===== src/rtl/branch_ctrl.sv =====
// Branch resolution and redirect controller for the EX stage: resolves control flow,
// detects mispredicts, sequences the fetch redirect and IF/ID flush, and keeps statistics.
module branch_ctrl #(
    parameter int FLUSH_CYCLES = 1,
    parameter int CNT_W        = 16
) (
    input  logic             clk,
    input  logic             rst_n,
    input  logic             ex_valid,
    input  logic [6:0]       ex_opcode,
    input  logic [2:0]       ex_func3,
    input  logic [31:0]      ex_pc,
    input  logic [31:0]      ex_imm,
    input  logic [31:0]      ex_rs1_val,
    input  logic             br_confirm,
    input  logic             ex_pred_taken,
    input  logic [31:0]      ex_pred_target,
    output logic             redir_valid,
    output logic [31:0]      redir_pc,
    input  logic             redir_ready,
    output logic             flush_if,
    output logic             flush_id,
    output logic             stall_ex,
    output logic             bp_upd_valid,
    output logic [31:0]      bp_upd_pc,
    output logic             bp_upd_taken,
    output logic [31:0]      bp_upd_target,
    output logic [CNT_W-1:0] resolved_cnt,
    output logic [CNT_W-1:0] mispredict_cnt
);

    localparam int FC_W = (FLUSH_CYCLES > 1) ? $clog2(FLUSH_CYCLES + 1) : 1;

    localparam logic [6:0] OP_BRANCH = 7'b1100011;
    localparam logic [6:0] OP_JAL    = 7'b1101111;
    localparam logic [6:0] OP_JALR   = 7'b1100111;

    typedef enum logic [1:0] {
        IDLE,
        REDIRECT,
        FLUSH
    } state_e;

    state_e            state_q, state_d;
    logic [FC_W-1:0]   flush_cnt_q, flush_cnt_d;
    logic [31:0]       redir_pc_q, redir_pc_d;
    logic              bp_upd_valid_q, bp_upd_valid_d;
    logic [31:0]       bp_upd_pc_q, bp_upd_pc_d;
    logic              bp_upd_taken_q, bp_upd_taken_d;
    logic [31:0]       bp_upd_target_q, bp_upd_target_d;
    logic [CNT_W-1:0]  resolved_cnt_q, resolved_cnt_d;
    logic [CNT_W-1:0]  mispredict_cnt_q, mispredict_cnt_d;

    logic        is_branch, is_jal, is_jalr, is_cf;
    logic        act_taken, mispredict, resolve;
    logic [31:0] act_target, next_pc;

    // func3 010/011 are not defined branch conditions and resolve as not-taken
    always_comb begin
        is_branch  = (ex_opcode == OP_BRANCH);
        is_jal     = (ex_opcode == OP_JAL);
        is_jalr    = (ex_opcode == OP_JALR);
        is_cf      = is_branch || is_jal || is_jalr;
        act_taken  = is_branch ? (br_confirm && (ex_func3 != 3'b010) && (ex_func3 != 3'b011))
                               : (is_jal || is_jalr);
        act_target = is_jalr ? ((ex_rs1_val + ex_imm) & 32'hFFFF_FFFE) : (ex_pc + ex_imm);
        next_pc    = act_taken ? act_target : (ex_pc + 32'd4);
        mispredict = (ex_pred_taken != act_taken) ||
                     (act_taken && ex_pred_taken && (ex_pred_target != act_target));
        resolve    = (state_q == IDLE) && ex_valid && is_cf;
    end

    always_comb begin
        state_d          = state_q;
        flush_cnt_d      = flush_cnt_q;
        redir_pc_d       = redir_pc_q;
        bp_upd_valid_d   = 1'b0;
        bp_upd_pc_d      = bp_upd_pc_q;
        bp_upd_taken_d   = bp_upd_taken_q;
        bp_upd_target_d  = bp_upd_target_q;
        resolved_cnt_d   = resolved_cnt_q;
        mispredict_cnt_d = mispredict_cnt_q;

        case (state_q)
            IDLE: begin
                if (resolve) begin
                    bp_upd_valid_d  = 1'b1;
                    bp_upd_pc_d     = ex_pc;
                    bp_upd_taken_d  = act_taken;
                    bp_upd_target_d = act_target;
                    if (resolved_cnt_q != '1)
                        resolved_cnt_d = resolved_cnt_q + CNT_W'(1);
                    if (mispredict) begin
                        if (mispredict_cnt_q != '1)
                            mispredict_cnt_d = mispredict_cnt_q + CNT_W'(1);
                        redir_pc_d = next_pc;
                        state_d    = REDIRECT;
                    end
                end
            end
            REDIRECT: begin
                if (redir_ready) begin
                    if (FLUSH_CYCLES > 0) begin
                        state_d     = FLUSH;
                        flush_cnt_d = FC_W'(FLUSH_CYCLES);
                    end else begin
                        state_d = IDLE;
                    end
                end
            end
            FLUSH: begin
                if (flush_cnt_q <= FC_W'(1))
                    state_d = IDLE;
                else
                    flush_cnt_d = flush_cnt_q - FC_W'(1);
            end
            default: state_d = IDLE;
        endcase
    end

    always_ff @(posedge clk or negedge rst_n) begin
        if (!rst_n) begin
            state_q          <= IDLE;
            flush_cnt_q      <= '0;
            redir_pc_q       <= '0;
            bp_upd_valid_q   <= 1'b0;
            bp_upd_pc_q      <= '0;
            bp_upd_taken_q   <= 1'b0;
            bp_upd_target_q  <= '0;
            resolved_cnt_q   <= '0;
            mispredict_cnt_q <= '0;
        end else begin
            state_q          <= state_d;
            flush_cnt_q      <= flush_cnt_d;
            redir_pc_q       <= redir_pc_d;
            bp_upd_valid_q   <= bp_upd_valid_d;
            bp_upd_pc_q      <= bp_upd_pc_d;
            bp_upd_taken_q   <= bp_upd_taken_d;
            bp_upd_target_q  <= bp_upd_target_d;
            resolved_cnt_q   <= resolved_cnt_d;
            mispredict_cnt_q <= mispredict_cnt_d;
        end
    end

    assign redir_valid    = (state_q == REDIRECT);
    assign stall_ex       = (state_q == REDIRECT);
    assign flush_if       = (state_q != IDLE);
    assign flush_id       = (state_q != IDLE);
    assign redir_pc       = redir_pc_q;
    assign bp_upd_valid   = bp_upd_valid_q;
    assign bp_upd_pc      = bp_upd_pc_q;
    assign bp_upd_taken   = bp_upd_taken_q;
    assign bp_upd_target  = bp_upd_target_q;
    assign resolved_cnt   = resolved_cnt_q;
    assign mispredict_cnt = mispredict_cnt_q;

endmodule


===== config.mk =====
export PLATFORM = sky130hd
export DESIGN_NAME = branch_ctrl
export DESIGN_NICKNAME = d
export VERILOG_FILES = /design/src/rtl/branch_ctrl.sv
export SDC_FILE = /design/constraint.sdc
export NUM_CORES = 1
export LEC_CHECK = 0
export ABC_AREA = 0
export CAP_MARGIN = 10
export CELL_PAD_IN_SITES_DETAIL_PLACEMENT = 0
export CELL_PAD_IN_SITES_GLOBAL_PLACEMENT = 2
export CORE_MARGIN = 4
export CORE_UTILIZATION = 32
export CTS_CLUSTER_SIZE = 12
export DETAILED_ROUTE_END_ITERATION = 16
export GPL_TIMING_DRIVEN = 1
export MAX_ROUTING_LAYER = met4
export PLACE_DENSITY_LB_ADDON = 0.15
export SLEW_MARGIN = 20
export SYNTH_ARGS = -nofsm -noshare
export SYNTH_HDL_FRONTEND = slang
export SYNTH_SLANG_ARGS = --single-unit

===== constraint.sdc =====
create_clock -name clk -period 5.6 [get_ports clk]
set_clock_uncertainty 0.15 [all_clocks]
set_input_delay 0.84 -clock clk [delete_from_list [all_inputs] [get_ports clk]]
set_output_delay 0.84 -clock clk [all_outputs]
set_load 0.05 [all_outputs]

### Yosys cells after proc, flatten, opt, wreduce, memory -nomap -nowiden

Cells that the tools add are included.

* register bits: 133
* input port bits: 144
* output and inout bits: 134
* word-level logic and storage cells: 64

* add/subtract/negate cells: 6
* order comparisons: 1
* equal/unequal tests: 16
* muxes and demuxes: 13
* reduce and logical (&&, ||, !) cells: 19

Operators with widths (count)
* 32-bit adder: 2
* 32-bit two-way mux: 2
* 16-bit by 1-bit adder with 16-bit output, second input constant: 2
* 32-bit by 3-bit adder with 32-bit output, second input constant: 1
* 16-bit != test, second input constant: 2
* 32-bit != test: 1
* 7-bit equality test, second input constant: 3
* 3-bit AND reduction: 3
* 2-bit two-way mux: 4
* 2-bit != test, second input constant: 4
* 4-bit AND reduction: 2
* 1-bit logical AND: 6
* 3-bit by 2-bit != test with 1-bit output, second input constant: 2
* 2-bit one-hot mux with 3 select lines: 1
* 1-bit two-way mux: 5
* 1-bit logical OR: 4
* 2-bit nonzero test: 2
* 2-bit by 1-bit equality test with 1-bit output, second input constant: 1
* 2-bit equality test, second input constant: 1
* 2-bit zero test: 1
* 2-bit by 1-bit != test with 1-bit output, second input constant: 1
* 1-bit one-hot mux with 2 select lines: 1
* 2-bit AND reduction: 1
* 1-bit less-or-equal comparator, second input constant: 1
* 2 further kinds: 2

### Longest topological paths before layout

Gate-level depths: netlist (run 1).

* word-level depth: 10
* depth in mapped cells: 17

### Worst setup path after synthesis (run 1)

OpenSTA, ideal clock, no wires.

* kind: input to register
* start: input port ex_imm[0]
* end: register redir_pc_q[30], in the netlist redir_pc[30]
* arrival: 4.480 ns
* required time: 5.322 ns
* slack: 0.843 ns
* stages: 15
* path buffers: 1
* cell sequence: and2_1 > fa_1 > a21o_1 > a221oi_2 > nor2_1 > or2_1 > xnor2_1 > a221o_1 > a2111oi_0 > o2111ai_1 > or4_4 > nor2_4 > a211oi_4 > buf_2 > mux2_1

* cells in the longest elaborated chain, start to end: 6
* elaborated cells between the ends (all ways): 8
* those cells by class: add/sub: 2; eq/ne: 1; mux: 2; reduce/logical: 3

RTL lines
* start: declaration: RTL line 13 `input logic [31:0] ex_imm,`
* 32-bit adder: RTL line 66 `act_target = is_jalr ? ((ex_rs1_val + ex_imm) & 32'hFFFF_FFFE) : (ex_pc + ex_imm);`
* 32-bit two-way mux (*): RTL line 66
* 32-bit != test: RTL line 69 `(act_taken && ex_pred_taken && (ex_pred_target != act_target));`
* 1-bit logical AND: RTL line 69
* 1-bit logical OR: RTL line 68 `mispredict = (ex_pred_taken != act_taken) ||`
* 3-bit AND reduction (no line)
* end signal: assignment: RTL line 135 `redir_pc_q <= redir_pc_d;`
* end: declaration: RTL line 46 `logic [31:0] redir_pc_q, redir_pc_d;`

Every way passes the cells marked *; elsewhere a longest branch is shown, timed or not.
A chain may end at the register's enable or synchronous reset.

### Worst setup path in the final report (run 1)

* start: input port ex_imm[0]
* end: register redir_pc_q[20], in the netlist redir_pc[20]

Same word-level chain as after synthesis.

==> results of run 1 <==
[registers in the layout, summed over array words and instances, names as in the netlist]
name and cells:
bp_upd_pc 32, bp_upd_taken 1, bp_upd_target 32, bp_upd_valid 1, mispredict_cnt 16, redir_pc 32
resolved_cnt 16, state_q 2
[Yosys cell counts, types with 11 or more instances]
cell / number
nand2_1: 210
dfrtp_1: 132
a21oi_1: 115
nor2_1: 95
xnor2_1: 86
o21ai_0: 85
ha_1: 65
nand3_1: 44
xor2_1: 44
clkbuf_1: 43
nand4_1: 35
mux2_1: 31
and3_1: 29
nor3_1: 27
inv_1: 24
a21o_1: 19
a211oi_1: 15
and2_1: 13
mux2_2: 13
o31ai_1: 13
buf_2: 12
nand2b_1: 12
o211ai_1: 11
[placed cells by master, fill, tap and decap left out, drive strengths merged, types with 6 or more instances in the layout]
cell	netlist	layout
and3	29	29
nand4	35	35
clkbuf	43	23
mux2i	10	10
o211ai	13	13
o31ai	13	13
nor2b	7	7
nor3b	9	9
xnor2	86	86
nand3b	6	6
inv	24	24
a21o	19	19
a211oi	16	16
mux2	44	44
or2	6	6
a21oi	117	117
dfrtp	132	132
nor4	10	10
o21bai	10	10
ha	65	65
buf	28	223
o21a	6	6
or3	8	8
a2111oi	8	8
clkdlybuf4s50	0	275
nand2	210	210
o21ai	92	92
nand3	45	45
nor3	27	27
xnor3	6	6
nand2b	12	12
and2	13	13
a31oi	11	11
xor2	44	44
nor2	96	96
[report_power, final]
| group | leakage (nW) | internal (mW) | switching, mW | total, mW |
|---|---|---|---|---|
| sequential | 1.76 | 1.08 | 0.0753 | 1.16 |
| clock | 0.247 | 0.588 | 0.401 | 0.989 |
| combinational | 5.35 | 0.821 | 1.21 | 2.04 |
| total | 7.36 | 2.49 | 1.69 | 4.18 |
[area by class of cell]
class	instances	share of cell area [%]
tap	455	3.421
clock inverter	5	0.1804
inverter	24	0.5413
multi-input combinational	1153	46.40
timing repair buffer	498	26.70
antenna	3	0.04511
clock buffer	23	2.872
sequential	132	19.85
[cells by family after synthesis]
family	Yosys count	synth area share (%)
AOI/OAI and AO/OA	362	20.60
xor gates and xnor gates	138	11.60
adders and majority gates	67	7.490
buffers and inverters	95	3.591
DFF	132	28.99
muxes	54	5.260
and+or+nand+nor	532	22.47
[worst reg2reg max path: stages, from the launching register on]
cell	delay [ns]
dfrtp_1	0.41
and3_1	0.21
and2_1	0.18
and3_1	0.22
and3_1	0.22
and3_1	0.22
and3_1	0.21
and3_1	0.20
a21oi_1	0.50
nand4_1	0.20
xnor2_1	0.16
[stage by stage]
step / util, % / instances / hold WS (ns) / TNS (ns)
2_1_floorplan: - / 1380 / 0.3944 / 0
3_3_place_gp: 46.31 / 2262 / 0.3085 / -9.551
3_5_place_dp: 46.31 / 2262 / 0.3119 / -13.58
4_1_cts: 47.77 / 2290 / 0.3254 / 0
5_1_grt: 47.83 / 2293 / 0.3314 / -0.001481
6_report: 47.83 / 2293 / 0.3240 / 0
[layer usage]
metal	share of wire, %	up-vias
li1	-	5907
met1	48	5647
met2	45	287
met3	5.2	28
met4	1.1	0
met5	0	-
[how the worst min path moves through the flow]
| stage | start | to | depth (start not counted) |
|---|---|---|---|
| after floorplan | rst_n | bp_upd_pc[0] | 0 |
| after global placement | bp_upd_pc[13] | bp_upd_pc[13] | 2 |
| after detailed placement | bp_upd_pc[24] | bp_upd_pc[24] | 2 |
| after CTS | bp_upd_pc[24] | bp_upd_pc[24] | 2 |
| after global routing | bp_upd_pc[21] | bp_upd_pc[21] | 2 |
| final | bp_upd_pc[15] | bp_upd_pc[15] | 2 |
==> summary.txt, run 1 <==
Outcome
  – Status: finished, final reports clean

STA
  – Final Hold Viols: 0
  – Setup violations, final: 0
  – Ratio of final minimum period to clock period: 95.07%
  – Min Clock Period, post-route: 5.324 ns
  – Worst-Margin Slew: 0.9117 ns
  – FMAX: 187.8 MHz
  – Relative slew slack: 38.66%
  – Final WS setup: 0.2762 ns
  – Final slew viol count: 0

Clock network
  – Setup bufs post-CTS: 0
  – Number of hold buffers added after cts: 0
  – TritonCTS Buffers: 17
  – CTS tree: built
  – Clk sink count: 132
  – Clk_lat worst skew: 0.41 ns
  – Max clock buf depth: 2
  – PostCTS Resize Cnt: 0
  – Clk root buf: clkbuf_16
  – Reg clk slew, reported paths: 0.06 ns
  – Htree depth: 4

Die
  – Die area: 38,690 sq um
  – Starting Density: 32.74%
  – Die width: 196.7 microns
  – I/O pin total: 278
  – Site row count: 68
  – DIE HEIGHT: 196.7 microns
  – Core Region: 34,800 sq um

Global routing
  – Busiest grt layer: met2
  – GRT Util Overall: 23.93%
  – Largest net degree at the start of global routing: 96
  – Initial antenna violation count: 3
  – First-pass GRT wire length: 69,730 microns
  – GRT overflow: 0
  – Met2 usage: 37.14%
  – GR Util met1: 33.69%
  – Global routing usage on met3: 3.231%
  – Vias in the first global route: 11,600

Critical path
  – Setup crit end: redir_pc[20]
  – Critical path depth: 20
  – Critical R2R Launch: mispredict_cnt[3]
  – Worst r2r dst: mispredict_cnt[11]
  – Crit-path most repeated cell: buf_4
  – CP cell instances: clkdlybuf4s50_1 -> buf_4 -> ha_1 -> fa_1 -> a21o_1 -> a311oi_2 -> or3_1 -> buf_4 -> a2111oi_0 -> a31oi_1 -> o211ai_2 -> buf_4 -> o21ai_1 -> a2111o_1 -> or4_4 -> nor2_4 -> a211oi_4 -> buf_4 -> buf_4 -> mux2_1
  – Arrival time worst endpoint: 5.47 ns
  – CP startpoint kind: input port
  – WP buf/inv: 6
  – FF-to-FF path depth: 10
  – Crit-path max cell delay: 0.53 ns
  – Slowest CP cell: or4_4
  – R2R Setup Slk: 2.61 ns
  – CP delay by family, top: compound AO/OA/AOI/OAI gates
  – CP Capture Type: flip-flop
  – Max Fanout on Critical Path: 16
  – Req. time, crit path: 5.75 ns
  – Worst Setup SP: ex_imm[0]
  – Critical path class: in -> reg

Placed design
  – Pre-CTS WS: -0.3405 ns
  – PortBufs: 276
  – Dpl cell area: 16,120 sq um
  – Post-DP HPWL: 38,790 microns
  – Gp weighted congestion: 0.8858

Yosys
  – Post-synth net total: 1,591
  – Leading area contributor after synthesis: dfrtp_1
  – Yosys warns: 0
  – Largest cells by area after synthesis: dfrtp_1, ha_1, nand2_1, xnor2_1, a21oi_1
  – Mapped Cells: 1,380
  – Yosys reg bits: 132
  – Mean Syn Cell Area: 8.256 sq um
  – Post-synth top flop: dfrtp_1
  – Sequential element share of the synthesized area: 28.99%
  – FFs w/ async S/R, synth: 100.0%
  – Post-synth cell types: 85
  – Share of Yosys cell area claimed by the top area cell type: 28.99%
  – Mapped Area: 11,390 sq um
  – Number of flops mapped to enable cells by yosys: 0

Drt
  – DRT Pass-1 Iters: 5
  – First DRT Iteration DRCs: 649
  – Via Count: 11,870
  – Antenna Nets Post-Route: 0
  – Drt wl/cell: 20.10 microns
  – Vias per cell: 5.176
  – Remaining design rule violation count: 0
  – Final wirelength: 46,090 microns

Cells and area
  – Nets: 2,037
  – Multi-input logic area: 7722 sq um
  – FF+latch area: 3303 sq um
  – Syn-to-layout area delta: 46.08%
  – Fillers: 3,461
  – Fin area: 16,640 sq um
  – Ratio of cells with drive above 1 in the final layout: 16.19%

Power
  – Leak Pwr: 7.360 nW
  – Max IR drop VDD: 0.0002073 V
  – Final Power: 4.184 mW
  – Pwr Density: 251.4 nW/um^2

Hold path
  – HP Class: reg -> reg

Flow run
  – Max cap viols: 0
No activity file was read; power rests on OpenSTA's default activity.
==> inputs of run 2 (changes only) <==
--- a/config.mk
+++ b/config.mk
@@ -9,10 +9,11 @@
 export CAP_MARGIN = 10
 export CELL_PAD_IN_SITES_DETAIL_PLACEMENT = 0
 export CELL_PAD_IN_SITES_GLOBAL_PLACEMENT = 2
-export CORE_MARGIN = 4
+export CORE_MARGIN = 1.5
 export CORE_UTILIZATION = 32
 export CTS_CLUSTER_SIZE = 12
 export DETAILED_ROUTE_END_ITERATION = 16
+export GPL_ROUTABILITY_DRIVEN = 0
 export GPL_TIMING_DRIVEN = 1
 export MAX_ROUTING_LAYER = met4
 export PLACE_DENSITY_LB_ADDON = 0.15
==> summary.txt, run 2 (synthesis gave the netlist of run 1 again) <==
Die
  – Die width: 191.7 microns
  – Starting Density: 32.74%
  – Core Region: 34,800 sq um
  – Site row count: 68
  – I/O pin total: 278
  – Die area: 36,750 sq um
  – DIE HEIGHT: 191.7 microns

Drt
  – Top sig layer: met4
  – Remaining design rule violation count: 0
  – First DRT Iteration DRCs: 636
  – Drt wl/cell: 19.58 microns
  – Vias per cell: 5.232
  – M1 WL: 21,230 microns
  – Final wirelength: 44,370 microns
  – DRT Pass-1 Iters: 5
  – Via Count: 11,860
  – Met3 WL: 2302 microns
  – WL met2: 20,250 microns
  – Antenna Nets Post-Route: 0

Critical path
  – Critical path class: in -> reg
  – Arrival time worst endpoint: 5.42 ns
  – Crit-path most repeated cell: buf_4
  – CP startpoint kind: input port
  – Req. time, crit path: 5.75 ns
  – Worst Setup SP: ex_imm[0]
  – Crit-path max cell delay: 0.70 ns
  – Slowest CP cell: o311ai_0
  – CP cell instances: clkdlybuf4s50_1 -> buf_4 -> ha_1 -> fa_1 -> a21o_1 -> a311oi_1 -> buf_4 -> nor2_1 -> xor2_1 -> and2_1 -> o311ai_0 -> nor4_1 -> buf_4 -> o2111ai_1 -> or4_4 -> nor2_4 -> a211oi_4 -> buf_4 -> mux2_1
  – CP Capture Type: flip-flop
  – Max Fanout on Critical Path: 11
  – Critical R2R Launch: mispredict_cnt[3]

STA
  – FMAX: 189.6 MHz
  – Hold_ws: 0.3208 ns
  – Final slew viol count: 0
  – RSZ-0062 raised after global routing: false
  – Relative slew slack: 38.77%
  – Worst-Margin Slew: 0.9185 ns
  – Final Hold Viols: 0
  – Min Clock Period, post-route: 5.274 ns
  – Setup violations, final: 0
  – Ratio of final minimum period to clock period: 94.18%

Clock network
  – Reg clk slew, reported paths: 0.06 ns
  – Clk_lat worst skew: 0.42 ns
  – Max clock buf depth: 2
  – TritonCTS Buffers: 17
  – Htree depth: 4
  – Clk sink count: 132
  – Clk root buf: clkbuf_16
  – CTS tree: built

Power
  – Switching Share: 39.88%
  – Pint: 2.574 mW
  – Max IR drop VDD: 0.0002017 V
  – Part of the power in registers: 27.0%
  – Psw: 1.707 mW
  – Leak Pwr: 7.255 nW
  – Part of the power in combinational logic: 46.7%
  – Pwr Density: 259.4 nW/um^2
  – Clock power share: 26.3%

Cells and area
  – Multi-input logic area: 7711 sq um
  – Ratio of cells with drive above 1 in the final layout: 14.88%
  – Most common cell after layout, fill and taps aside: clkdlybuf4s50_1
  – Fin area: 16,500 sq um
  – Nets: 2,006
  – FF+latch area: 3303 sq um
  – Syn-to-layout area delta: 44.83%
  – Final Non-Filler Cells: 2,266
  – Commonest non-fill, non-tap cells in the layout: clkdlybuf4s50_1, nand2_1, buf_4
  – Fillers: 3,456

Placed design
  – Placed cell count: 2,231
  – Dpl cell area: 15,900 sq um
  – Post-DP HPWL: 36,780 microns
  – PortBufs: 276

Global routing
  – Vias in the first global route: 11,530
  – First-pass GRT wire length: 66,720 microns
  – GRT overflow: 0
  – Largest net degree at the start of global routing: 96
  – Initial antenna violation count: 2
  – GRT Util Overall: 24.77%

Hold path
  – HP Class: reg -> reg
  – Hold Path Origin: bp_upd_pc[12]

Outcome
  – Status: finished, final reports clean

Flow run
  – Max cap viols: 0
[run 2: cell count changes in the layout (fill, tap and decap cells not counted), moves of 2 or more]
cell and delta:
buf_4 -32, bufinv_16 +2, clkinv_2 -2, clkinv_4 +2, inv_6 +2
[run 2: area by class of cell]
type / count / share of cell area [%]
Sequential cell: 132 / 20.02
Clock buffer: 22 / 2.874
Tap cell: 455 / 3.450
Clock inverter: 10 / 0.7431
Inverter: 24 / 0.5460
Multi-Input combinational cell: 1153 / 46.73
Antenna cell: 3 / 0.04550
Timing Repair Buffer: 467 / 25.59
[run 2: repair_timing]
| item | in CTS | in global routing |
|---|---|---|
| hold buffers | 0 | 0 |
| setup endpoints to repair | 0 | 18 |
| buffers inserted | 0 | 0 |
| gates resized for setup | 0 | 1 |
[run 2: per-stage QoR]
stage | utilization (%) | worst slack (ns) | TNS, ns | power (mW)
after CTS | 47.39 | 0.3592 | 0 | 4.313
after detailed placement | 45.68 | -0.07636 | -1.505 | 3.171
after floorplan | - | 0.8425 | 0 | 2.303
after global routing | 47.41 | 0.01040 | 0 | 4.502
final | 47.42 | 0.3258 | 0 | 4.281
after global placement | 45.68 | -0.04152 | -0.4698 | 3.154
[run 2: final timing paths]
path                                           end  slack (ns)  depth (start not counted)
max in group asynchronous            bp_upd_pc[24]        3.83                          2
worst min register to register       bp_upd_pc[12]        0.32                          2
worst max-delay path                  redir_pc[23]        0.33                         19
min in group asynchronous         bp_upd_target[1]        0.35                          1
worst min-delay path                 bp_upd_pc[12]        0.32                          2
worst max register to register  mispredict_cnt[11]        2.66                         10
[run 2: power groups by stage]
stage | Combinational [mW] | Clock (mW) | Sequential (mW)
5_1_grt | 2.14 | 1.19 | 1.18
2_1_floorplan | 0.681 | 0 | 1.62
3_5_place_dp | 1.99 | 0 | 1.18
4_1_cts | 2.00 | 1.15 | 1.16
3_3_place_gp | 1.98 | 0 | 1.17
6_report | 2.00 | 1.12 | 1.16
[run 2: routing by layer]
| metal | up-vias | global-route usage [%] |
|---|---|---|
| met2 | 337 | 38.66 |
| met1 | 5646 | 34.40 |
| li1 | 5843 | - |
| met5 | - | - |
| met4 | 0 | 5.319 |
| met3 | 30 | 2.796 |
[run 2: worst max-delay path: cells and delay by family]
family / cells / cell delay (ns)
mux: 1 / 0.33
xor+xnor: 1 / 0.17
buf+inv: 5 / 1.20
simple gates: 5 / 0.54
fa+ha+maj: 2 / 0.60
compound gates: 5 / 1.73
